===== config.mk =====
export PLATFORM = sky130hd
export DESIGN_NAME = mem_test_sequencer
export DESIGN_NICKNAME = d
export VERILOG_FILES = /design/src/rtl/mem_test_pkg.sv /design/src/rtl/btn_sync_edge.sv /design/src/rtl/mem_test_sequencer.sv
export SDC_FILE = /design/constraint.sdc
export NUM_CORES = 1
export LEC_CHECK = 0
export CAP_MARGIN = 20
export CORE_MARGIN = 2
export CORE_UTILIZATION = 50
export DETAILED_ROUTE_END_ITERATION = 10
export MAX_ROUTING_LAYER = met4
export PLACE_DENSITY = 0.8
export SYNTH_ARGS = -nofsm -noshare
export SYNTH_HDL_FRONTEND = slang
export SYNTH_SLANG_ARGS = --single-unit

===== constraint.sdc =====
create_clock -name clk -period 2.8 [get_ports clk]
set_clock_uncertainty 0.1 [all_clocks]
set_input_delay 0.28 -clock clk [delete_from_list [all_inputs] [get_ports clk]]
set_output_delay 0.28 -clock clk [all_outputs]
set_load 0.02 [all_outputs]

===== src/rtl/mem_test_pkg.sv =====
// Shared types for the memory write/verify sequencer: FSM state encoding and run-mode values.
package mem_test_pkg;

  typedef enum logic [2:0] {
    ST_IDLE    = 3'd0,
    ST_W_SETUP = 3'd1,
    ST_W_PULSE = 3'd2,
    ST_R_ADDR  = 3'd3,
    ST_R_WAIT  = 3'd4,
    ST_R_CMP   = 3'd5,
    ST_DONE    = 3'd6
  } state_t;

  localparam logic RUN_STEP = 1'b0;
  localparam logic RUN_FREE = 1'b1;

endpackage


===== src/rtl/btn_sync_edge.sv =====
// Two-flop synchronizer for a raw (externally debounced) button plus a registered
// one-cycle rising-edge pulse; the pulse appears three clocks after the button rises.
module btn_sync_edge (
  input  logic i_clk,
  input  logic i_rst_n,
  input  logic i_btn,
  output logic o_pulse
);

  logic r_sync1;
  logic r_sync2;
  logic r_prev;
  logic r_pulse;

  always_ff @(posedge i_clk or negedge i_rst_n) begin
    if (!i_rst_n) begin
      r_sync1 <= 1'b0;
      r_sync2 <= 1'b0;
      r_prev  <= 1'b0;
      r_pulse <= 1'b0;
    end else begin
      r_sync1 <= i_btn;
      r_sync2 <= r_sync1;
      r_prev  <= r_sync2;
      r_pulse <= r_sync2 & ~r_prev;
    end
  end

  assign o_pulse = r_pulse;

endmodule


===== src/rtl/mem_test_sequencer.sv =====
// Write/verify RAM test sequencer: writes DATA_SEED+k to BASE_ADDR+k*ADDR_STRIDE, reads back
// and compares, either single-stepped from a button or free-running.
//
// state    | meaning
// IDLE     | waiting for start, bus parked at zero
// W_SETUP  | address/data of entry k presented, we low (step-gated)
// W_PULSE  | one-cycle write strobe for entry k
// R_ADDR   | read address of entry k presented (step-gated)
// R_WAIT   | RAM read latency
// R_CMP    | compare data_in with expected value
// DONE     | results held until next start
module mem_test_sequencer #(
  parameter int ADDR_W      = 16,
  parameter int DATA_W      = 16,
  parameter int NUM_ENTRIES = 8,
  parameter int BASE_ADDR   = 0,
  parameter int ADDR_STRIDE = 16,
  parameter int DATA_SEED   = 1
) (
  input  logic                               clk,
  input  logic                               rst_n,
  input  logic                               step_btn,
  input  logic                               run_mode,
  input  logic                               start,
  output logic [ADDR_W-1:0]                  addr,
  output logic                               we,
  output logic [DATA_W-1:0]                  data_out,
  input  logic [DATA_W-1:0]                  data_in,
  output logic                               busy,
  output logic                               done,
  output logic                               pass,
  output logic [$clog2(NUM_ENTRIES+1)-1:0]   err_count,
  output logic [ADDR_W-1:0]                  fail_addr
);

  import mem_test_pkg::*;

  localparam int CNT_W = $clog2(NUM_ENTRIES + 1);
  localparam logic [ADDR_W-1:0] BASE_A   = ADDR_W'(BASE_ADDR);
  localparam logic [ADDR_W-1:0] STRIDE_A = ADDR_W'(ADDR_STRIDE);
  localparam logic [DATA_W-1:0] SEED_D   = DATA_W'(DATA_SEED);
  localparam logic [CNT_W-1:0]  LAST_CNT = CNT_W'(NUM_ENTRIES - 1);

  state_t              r_state;
  state_t              w_state_nxt;
  logic                r_mode;
  logic                w_mode_nxt;
  logic [CNT_W-1:0]    r_left;
  logic [CNT_W-1:0]    w_left_nxt;
  logic [ADDR_W-1:0]   r_addr;
  logic [ADDR_W-1:0]   w_addr_nxt;
  logic [DATA_W-1:0]   r_data;
  logic [DATA_W-1:0]   w_data_nxt;
  logic                r_we;
  logic                w_we_nxt;
  logic                r_busy;
  logic                w_busy_nxt;
  logic                r_done;
  logic                w_done_nxt;
  logic                r_pass;
  logic                w_pass_nxt;
  logic [CNT_W-1:0]    r_err;
  logic [CNT_W-1:0]    w_err_nxt;
  logic [ADDR_W-1:0]   r_fail;
  logic [ADDR_W-1:0]   w_fail_nxt;

  logic w_step;
  logic w_adv;
  logic w_last;

  btn_sync_edge u_step_sync (
    .i_clk   (clk),
    .i_rst_n (rst_n),
    .i_btn   (step_btn),
    .o_pulse (w_step)
  );

  assign w_adv  = (r_mode == RUN_FREE) || w_step;
  assign w_last = (r_left == '0);

  // r_left counts down remaining entries; r_addr/r_data step incrementally and
  // r_data doubles as the expected read-back value during the verify pass.
  always_comb begin
    w_state_nxt = r_state;
    w_mode_nxt  = r_mode;
    w_left_nxt  = r_left;
    w_addr_nxt  = r_addr;
    w_data_nxt  = r_data;
    w_we_nxt    = 1'b0;
    w_busy_nxt  = r_busy;
    w_done_nxt  = r_done;
    w_pass_nxt  = r_pass;
    w_err_nxt   = r_err;
    w_fail_nxt  = r_fail;

    case (r_state)
      ST_IDLE, ST_DONE: begin
        if (start) begin
          w_state_nxt = ST_W_SETUP;
          w_mode_nxt  = run_mode;
          w_left_nxt  = LAST_CNT;
          w_addr_nxt  = BASE_A;
          w_data_nxt  = SEED_D;
          w_busy_nxt  = 1'b1;
          w_done_nxt  = 1'b0;
          w_pass_nxt  = 1'b0;
          w_err_nxt   = '0;
          w_fail_nxt  = '0;
        end
      end
      ST_W_SETUP: begin
        if (w_adv) begin
          w_state_nxt = ST_W_PULSE;
          w_we_nxt    = 1'b1;
        end
      end
      ST_W_PULSE: begin
        if (w_last) begin
          w_state_nxt = ST_R_ADDR;
          w_left_nxt  = LAST_CNT;
          w_addr_nxt  = BASE_A;
          w_data_nxt  = SEED_D;
        end else begin
          w_state_nxt = ST_W_SETUP;
          w_left_nxt  = r_left - 1'b1;
          w_addr_nxt  = r_addr + STRIDE_A;
          w_data_nxt  = r_data + 1'b1;
        end
      end
      ST_R_ADDR: begin
        if (w_adv) w_state_nxt = ST_R_WAIT;
      end
      ST_R_WAIT: begin
        w_state_nxt = ST_R_CMP;
      end
      ST_R_CMP: begin
        if (data_in != r_data) begin
          if (r_err == '0) w_fail_nxt = r_addr;
          if (r_err != '1) w_err_nxt = r_err + 1'b1;
        end
        if (w_last) begin
          w_state_nxt = ST_DONE;
          w_addr_nxt  = '0;
          w_data_nxt  = '0;
          w_busy_nxt  = 1'b0;
          w_done_nxt  = 1'b1;
          w_pass_nxt  = (w_err_nxt == '0);
        end else begin
          w_state_nxt = ST_R_ADDR;
          w_left_nxt  = r_left - 1'b1;
          w_addr_nxt  = r_addr + STRIDE_A;
          w_data_nxt  = r_data + 1'b1;
        end
      end
      default: begin
        w_state_nxt = ST_IDLE;
        w_addr_nxt  = '0;
        w_data_nxt  = '0;
        w_busy_nxt  = 1'b0;
      end
    endcase
  end

  always_ff @(posedge clk or negedge rst_n) begin
    if (!rst_n) begin
      r_state <= ST_IDLE;
      r_mode  <= RUN_STEP;
      r_left  <= '0;
      r_addr  <= '0;
      r_data  <= '0;
      r_we    <= 1'b0;
      r_busy  <= 1'b0;
      r_done  <= 1'b0;
      r_pass  <= 1'b0;
      r_err   <= '0;
      r_fail  <= '0;
    end else begin
      r_state <= w_state_nxt;
      r_mode  <= w_mode_nxt;
      r_left  <= w_left_nxt;
      r_addr  <= w_addr_nxt;
      r_data  <= w_data_nxt;
      r_we    <= w_we_nxt;
      r_busy  <= w_busy_nxt;
      r_done  <= w_done_nxt;
      r_pass  <= w_pass_nxt;
      r_err   <= w_err_nxt;
      r_fail  <= w_fail_nxt;
    end
  end

  assign addr      = r_addr;
  assign we        = r_we;
  assign data_out  = r_data;
  assign busy      = r_busy;
  assign done      = r_done;
  assign pass      = r_pass;
  assign err_count = r_err;
  assign fail_addr = r_fail;

endmodule

; ---- After elaboration in Yosys (flattened, before gate mapping)
; Index checks and enable logic that the tools add are counted.
[word_totals]
rom_bits = 0
mem_count = 0
out_inout_bits = 56
inputBits = 21
ff_bits = 68
latchBits = 0
ram_bits = 0
[classes]
reduce_logical = 19
shifts = 0
n_mul = 0
eq_ne = 15
n_mux = 35
n_bitwise = 4
order_cmp = 0
add_sub_neg = 4
div = 0
[ops]
columns = cell, count
row1 = 2-to-1 mux 16 bit, 7
row2 = case mux 16 bit (4 select lines), 1
row3 = case mux 16 bit (3 select lines), 1
row4 = case mux 16 bit (2 select lines), 1
row5 = 2-to-1 mux 4 bit, 7
row6 = case mux 3 bit (6 select lines), 1
row7 = "adder 16 x 1 -> 16 bit, second input constant", 1
row8 = "adder 16 x 5 -> 16 bit, second input constant", 1
row9 = inequality test 16 bit, 1
row10 = "inequality test 2 bit, second input constant", 7
row11 = logical NOT 4 bit, 3
row12 = 2-to-1 mux 3 bit, 4
row13 = case mux 4 bit (3 select lines), 1
row14 = AND reduction 3 bit, 4
row15 = "== test 3 bit, second input constant", 3
row16 = case mux 4 bit (2 select lines), 1
row17 = 2-to-1 mux 1 bit, 7
row18 = "== test 3 x 2 -> 1 bit, second input constant", 2
row19 = AND reduction 2 bit, 3
row20 = "adder 4 x 1 -> 4 bit, second input constant", 1
row21 = "inequality test 4 bit, second input constant", 1
row22 = case mux 1 bit (2 select lines), 2
row23 = AND reduction 4 bit, 1
row24 = OR reduction 2 bit, 2
row25 = 12 further kinds, 14

; ---- Longest topological paths before layout
; Gate-level depths: netlist of run 1.
[depth]
ltp_word = 7
depth_mapped = 9
mapped_depth_nobuf = 7

; ---- By module
; A second synthesis of run 1 with hierarchy kept.
[unflattened]
cells_unflattened = 343
area_unflattened_um2 = 3296.9
[by_module_without_submodules]
columns = mod, n_inst, area_per_inst_um2, cells_per_inst
row1 = mem_test_sequencer, 1, 3183.1, 338
row2 = btn_sync_edge, 1, 113.9, 5

; ---- Worst setup path before layout of run 1
; OpenSTA, ideal clock, no wires.
[synth_timing]
path_type = register -> register
start = reg r_data[0], in the netlist data_out[0]
end = reg r_fail[8], in the netlist fail_addr[8]
required_time_ns = 2.621
setup_ns = 0.079
t_arrival_ns = 1.900
n_path_buf = 1
setup_slack_ns = 0.720
path_stages_with_launch = 8
synth_period_minus_slack_ns = 2.080
path_cell_list = dfrtp_1 > xnor2_1 > nand4_2 > nor4_4 > or4b_4 > a21oi_4 > buf_12 > mux2i_1
[synth_via]
elab_chain_len = 3
[synth_lines]
columns = element, line_no
row1 = from (decl), mem_test_sequencer.sv:52  ; logic [DATA_W-1:0] r_data;
row2 = from (signal assigned), mem_test_sequencer.sv:182  ; r_data <= w_data_nxt;
row3 = inequality test 16 bit, mem_test_sequencer.sv:137  ; if (data_in != r_data) begin
row4 = inequality test 2 bit (no source line), -
row5 = AND reduction 4 bit (no source line), -
row6 = to (signal assigned), mem_test_sequencer.sv:188  ; r_fail <= w_fail_nxt;
row7 = to (decl), mem_test_sequencer.sv:64  ; logic [ADDR_W-1:0] r_fail;
; No other way between the ends.
; A chain may end at the register's enable or synchronous reset.

; ---- Worst setup path after layout of run 1
[layout_timing]
start = reg r_state[0]
end = reg r_data[11], in the netlist data_out[11]
[layout_via]
elab_chain_len = 4
elab_cells_between_ends = 13
cone_classes = eq/ne (7) / mux (1) / bitwise (1) / reduce/logical (4)
[layout_lines]
columns = element, line_no
row1 = from (decl), mem_test_sequencer.sv:44  ; state_t r_state;
row2 = from (signal assigned), mem_test_sequencer.sv:178  ; r_state <= w_state_nxt;
row3 = "== test 3 bit, or another cell as far along", mem_test_sequencer.sv:96  ; case (r_state)
row4 = OR reduction 2 bit or OR reduction 3 bit (tied branches), -
row5 = inequality test 2 bit (no source line) or inverter 1 bit (tied branches), -
row6 = AND reduction 2 bit (no source line), -
; Parallel ways exist; a longest one is shown, timed or not.

==> results of run 1 <==
-- cells in the mapped netlist (2+ instances only) --
library cell  count  area, um^2
a22o_1            3        26.3
nand2_1          36         135
o21ai_0           7        35.0
a31oi_1           5        31.3
o21a_1            2        15.0
xnor2_1          27         236
o21ai_1          23         115
nor2b_1           2        12.5
nand4_1           2        12.5
clkbuf_1         10        37.5
and2_1            2        12.5
a21o_1            2        15.0
o31ai_1           2        15.0
inv_1            20        75.1
xor2_1            5        43.8
nor2_1           42         158
nand4_2           4        50.1
nand2b_1          4        25.0
nor3_1            5        25.0
buf_4             8        60.1
and3_1            7        43.8
ha_1              5        62.6
or3_1             4        25.0
a21oi_1          12        60.1
mux2i_1          12         120
o211ai_1          3        22.5
dfrtp_1          60        1500
nand3_1          13        65.1
o21bai_1          2        15.0
-- power groups by stage --
stage | Sequential, uW | Combinational (uW) | Clock, uW
4_1_cts | 1170 | 1210 | 950
3_5_place_dp | 1180 | 1200 | 0
5_1_grt | 1190 | 1320 | 991
3_3_place_gp | 1170 | 1170 | 0
2_1_floorplan | 1200 | 803 | 0
6_report | 1170 | 1210 | 935
-- worst max-delay path, stage by stage (launching register included) --
cell     delay [ns]
dfrtp_1        0.58
nor2_1         0.29
a21oi_1        0.17
nor2_1         0.74
nor2_1         0.11
buf_4          0.23
a21oi_1        0.13
-- cell type report --
| class | count | area (um^2) |
|---|---|---|
| Clock buffer | 9 | 124 |
| Fill cell | 509 | 2120 |
| Inverter | 20 | 75.1 |
| Sequential cell | 60 | 1500 |
| Clock inverter | 7 | 115 |
| Multi-Input combinational cell | 261 | 1630 |
| Tap cell | 77 | 96.3 |
| Timing Repair Buffer | 75 | 728 |
-- metal layers --
layer / track usage, % / vias to the layer above
met3: 3.89 / 16
met4: 9.24 / 0
met5: - / -
li1: - / 1346
met2: 33.7 / 91
met1: 29.4 / 1307
-- metrics by stage --
step                      hold WS, ns  instances  utilization (%)
after detailed placement        0.243        493             63.1
after floorplan                -0.116        362                -
after global routing           0.0777        509             66.8
after global placement          0.236        493             63.1
final                        -0.00238        509             66.8
after CTS                      0.0283        509             66.8
-- cells by family after synthesis --
| logic type | Yosys count | share of synthesized area [%] |
|---|---|---|
| and+or+nand+nor | 131 | 20.0 |
| other | 1 | 0.113 |
| adders and majority gates | 5 | 1.89 |
| DFF | 60 | 45.4 |
| buffers and inverters | 41 | 6.10 |
| muxes | 14 | 4.32 |
| AOI/OAI and AO/OA | 71 | 13.6 |
| xor gates and xnor gates | 32 | 8.48 |
-- flip-flops by register name, summed over array words and instances (netlist names), 3 cells and up --
signal	cells
addr	12
r_state	3
fail_addr	12
err_count	4
r_left	4
data_out	16
-- worst paths after layout --
kind | start | endpoint | slack, ns | cells past startpoint
setup reg to reg | r_state[0] | data_out[11] | 0.38 | 6
min in group clk | u_step_sync.r_sync1 | u_step_sync.r_sync2 | 0.25 | 0
setup / recovery | r_state[0] | data_out[11] | 0.38 | 6
hold / removal | rst_n | done | -0.002 | 2
hold reg to reg | u_step_sync.r_sync1 | u_step_sync.r_sync2 | 0.25 | 0
max in group asynchronous | rst_n | err_count[3] | 2.12 | 2
==> metrics.yaml, run 1 <==
status: "finished with violations"
violations: "negative hold slack"
die_w_um: 85.3
power_leakage_uw: 0.00178
syn_area_per_cell_um2: 9.31
grt_max_degree: 61
setup_ws_ns: 0.381
critPathKind: "flip-flop to flip-flop"
insertedDiodeCount: 0
tightest_slew_ns: 0.937
cts_max_path_buffers: 2
critPathArrivalTime_ns: 2.58
syn_inst: 355
ys_async_sr_fraction_pct: 100
wl_met2_mm: 3.39
routed_via_density: 5.42
io_buffers: 68
ctsHtreeMaxLevel: 3
met3_length_um: 363
synth_cell_types: 55
holdCritPathClass: "primary input to async pin"
routedWlPerCell_um: 14.4
clock.fmax_mhz: 413
dieArea_mm2: 0.00728
layout_common_cells: "clkdlybuf4s50_1, dfrtp_1, nor2_1, nand2_1, xnor2_1"
grt_pass1_vias: 2721
cts_buffers: 9
fin_tns_setup_ns: 0
slew_violations: 0
initial_core_util_pct: 51.7
post-route-min-period_ns: 2.42
highest_layer: "met4"
power.total_uw: 3320
design.core.area_mm2: 0.00639
swShare_pct: 37.0
pwr-share-clk_pct: 28.2
drc_errors: 0
worstPathRequired_ns: 2.96
wl_met1_mm: 3.46
pre_cts_ws_ns: 0.305
critPathLaunchType: "flip-flop"
drt_iter0_drc: 124
p_seq_share_pct: 35.3
holdWs_ns: -0.00238
p_comb_share_pct: 36.5
ant_nets: 0
via_count: 2760
power_switching_uw: 1230
drt-pass1-iter-count: 4
dpl.hpwl_mm: 5.08
vdd.ir_drop.worst_mv: 0.540
synth_edf_count: 0
ys_ff_latch: 60
dpl_cell_area_mm2: 0.00403
clk_latency_ns: 0.34
timing.final.crit_share_pct: 86.4
fp-row-count: 29
yosysSeqAreaShare_pct: 45.4
globalRouteOverflowTotal: 0
gp_congestion: 0.847
drv_cap: 0
die_h_um: 85.3
wl_mm: 7.35
final_common_cell: "clkdlybuf4s50_1"
path_clk_slew_ns: 0.07
synth_area_mm2: 0.00330
antenna_found_initial: 0
rsz0062_at_grt: "false"
ios: 77
grt_pass1_wl_mm: 12.6
ys.flop_type: "dfrtp_1"
post_cts_buffers: 0
fin_area_mm2: 0.00427
drive_gt1_share_pct: 8.10
p_int_uw: 2090
cts_tree: "built"
fin_nets: 453
hold_viol_final: 5
slew-limit-headroom_pct: 37.3
clk_root_buffer_cell: "clkbuf_8"
crit_path_end_kind: "flip-flop"
critPathMaxFanout: 19
p_per_area_mw_per_mm2: 777
ys_warn_count: 0
ctsResizeCount: 0
area_delta_synth_final_pct: 29.2
grt.total_usage_pct: 22.2
holdBufCountCts: 0
cts_sinks: 60
setup_viol_count_final: 0
(Power assumes the default switching activity.)
==> run 2, diff against run 1 <==
CORE_UTILIZATION = 45   (was 50)
PLACE_DENSITY = 0.73   (was 0.8)
==> metrics.yaml, run 2 (synthesized netlist as in run 1, its figures left out) <==
status: "finished clean"
drt-pass1-iter-count: 4  # unchanged
pwr-share-clk_pct: 21.9  # -6.3 points
cts_buffers: 9  # unchanged
p_per_area_mw_per_mm2: 720  # -7.4%
vdd.ir_drop.worst_mv: 0.531  # -1.8%
antenna_found_initial: 0  # unchanged
die_w_um: 89.7  # +5.2%
initial_core_util_pct: 46.1  # -5.7 points
cts_max_path_buffers: 2  # unchanged
p_int_uw: 1840  # -12%
rr_worst_depth: 6  # unchanged
cp_top_family: "simple AND/OR/NAND/NOR gates"
worstPathRequired_ns: 2.96  # about the same
grt.total_usage_pct: 20.3  # -1.9 points
grt_max_degree: 26  # -57%
setup_ws_ns: 0.416  # +0.0343 ns
rsz0062_at_grt: "false"
via_count: 2757  # -0.11%
wl_mm: 7.58  # +3.1%
path_buf_inv: 1  # unchanged
slew-limit-headroom_pct: 38.9  # +1.6 points
die_h_um: 89.7  # +5.2%
globalRouteOverflowTotal: 0  # unchanged
setup_viol_count_final: 0  # unchanged
fin_area_mm2: 0.00423  # -0.91%
drc_errors: 0  # unchanged
cp-startpoint: "r_state[0]"
design.core.area_mm2: 0.00718  # +12%
r2r_start: "r_state[0]"
drt_iter0_drc: 202  # +63%
critPathKind: "flip-flop to flip-flop"
fin_nets: 454  # +0.22%
layout_common_cells: "clkdlybuf4s50_1, dfrtp_1, nor2_1, nand2_1, xnor2_1"
io_buffers: 68  # unchanged
ant_nets: 0  # unchanged
critPathLaunchType: "flip-flop"
final_common_cell: "clkdlybuf4s50_1"
power_leakage_uw: 0.00175  # -1.6%
min-delay-start: "u_step_sync.r_sync1"
hold_depth: 0
slowest_delay_ns: 0.73  # about the same
routed_via_density: 5.18  # -4.4%
dpl.hpwl_mm: 5.51  # +8.5%
post_cts_buffers: 0  # unchanged
area_delta_synth_final_pct: 28.0
dpl_cell_area_mm2: 0.00406  # +0.68%
fp-row-count: 31  # +6.9%
path_clk_slew_ns: 0.06  # about the same
cp.depth: 6  # unchanged
clk_root_buffer_cell: "clkbuf_8"
p_seq_share_pct: 38.9  # +3.6 points
grt_pass1_vias: 2554  # -6.1%
cts_tree: "built"
drive_gt1_share_pct: 7.16  # -0.94 points
crit_path_end_kind: "flip-flop"
critPathArrivalTime_ns: 2.55  # -0.03 ns
hold_viol_final: 0  # -5
timing.final.crit_share_pct: 85.2  # -1.2 points
ctsHtreeMaxLevel: 3  # unchanged
post-route-min-period_ns: 2.38  # -0.0343 ns
insertedDiodeCount: 0  # unchanged
dieArea_mm2: 0.00804  # +11%
drv_cap: 0  # unchanged
power.total_uw: 3040  # -8.2%
largest_reg_flops: 16  # unchanged
path_cells: "nor2_1 -> a21oi_1 -> nor2_1 -> nor2_1 -> buf_4 -> nor2_1"
clk_latency_ns: 0.33  # about the same
p_comb_share_pct: 39.1  # +2.6 points
placed_cells: 515  # +4.5%
clock.fmax_mhz: 419  # +1.4%
routedWlPerCell_um: 14.2  # -1.3%
ios: 77  # unchanged
fin_tns_setup_ns: 0  # unchanged
gp_congestion: 0.886  # +4.6%
finalNonFillerCells: 532  # +4.5%
grt_pass1_wl_mm: 12.1  # -3.8%
cts_sinks: 60  # unchanged
pre_cts_ws_ns: 0.253  # -0.0524 ns
critPathMaxFanout: 19  # unchanged
slowest_stage: "nor2_1"
cp_common_cell: "nor2_1"
holdCritPathClass: "flip-flop to flip-flop"
slew_violations: 0  # unchanged
swShare_pct: 39.5  # +2.5 points
power_switching_uw: 1200  # -1.9%
tightest_slew_ns: 0.913  # -0.0237 ns
-- run 2: stage by stage --
| stage | utilization [%] | hold slack (ns) |
|---|---|---|
| finish | 58.9 | 0.253 |
| global route | 58.9 | 0.257 |
| CTS | 58.9 | 0.255 |
| detailed placement | 56.5 | 0.144 |
| global placement | 56.5 | 0.143 |
| floorplan | - | -0.116 |
-- run 2: what timing repair did --
action	CTS	global route
hold endpoints to repair	18	0
hold buffers	1	0
gates resized for setup	0	0
-- run 2: path summary, 6_finish.rpt --
path                                       endpoint  slack, ns
worst max register to register          data_out[6]       0.42
min in group asynchronous              fail_addr[9]       0.34
worst min register to register  u_step_sync.r_sync2       0.25
worst min-delay path            u_step_sync.r_sync2       0.25
worst max-delay path                    data_out[6]       0.42
max in group asynchronous                    r_mode       1.57
-- run 2: routing by layer --
metal	part of all wire, %	track usage, %	routed length [um]	up-vias
met5	0	-	0	-
met4	1.3	6.92	95	0
met3	4.9	3.75	371	9
met2	48	31.8	3640	71
met1	46	26.5	3470	1324
li1	-	-	-	1353
-- run 2: power groups by stage --
stage	Sequential, uW	Clock [uW]	Combinational (uW)
final	1190	668	1190
after global routing	1210	711	1300
after floorplan	1200	0	803
after CTS	1180	685	1200
after global placement	1200	0	1160
after detailed placement	1200	0	1190
-- run 2: final cells by class --
class	count	area (um^2)
clock inverter	2	10.0
sequential	60	1500
timing repair buffer	76	738
clock buffer	14	153
fill	634	2950
tap	99	124
inverter	20	75.1
multi-input combinational	261	1630
-- run 2: worst register-to-register path, cell delays in order, from the launching register on --
cell and delay (ns):
dfrtp_1 0.56, nor2_1 0.28, a21oi_1 0.16, nor2_1 0.73
nor2_1 0.12, buf_4 0.23, nor2_1 0.13
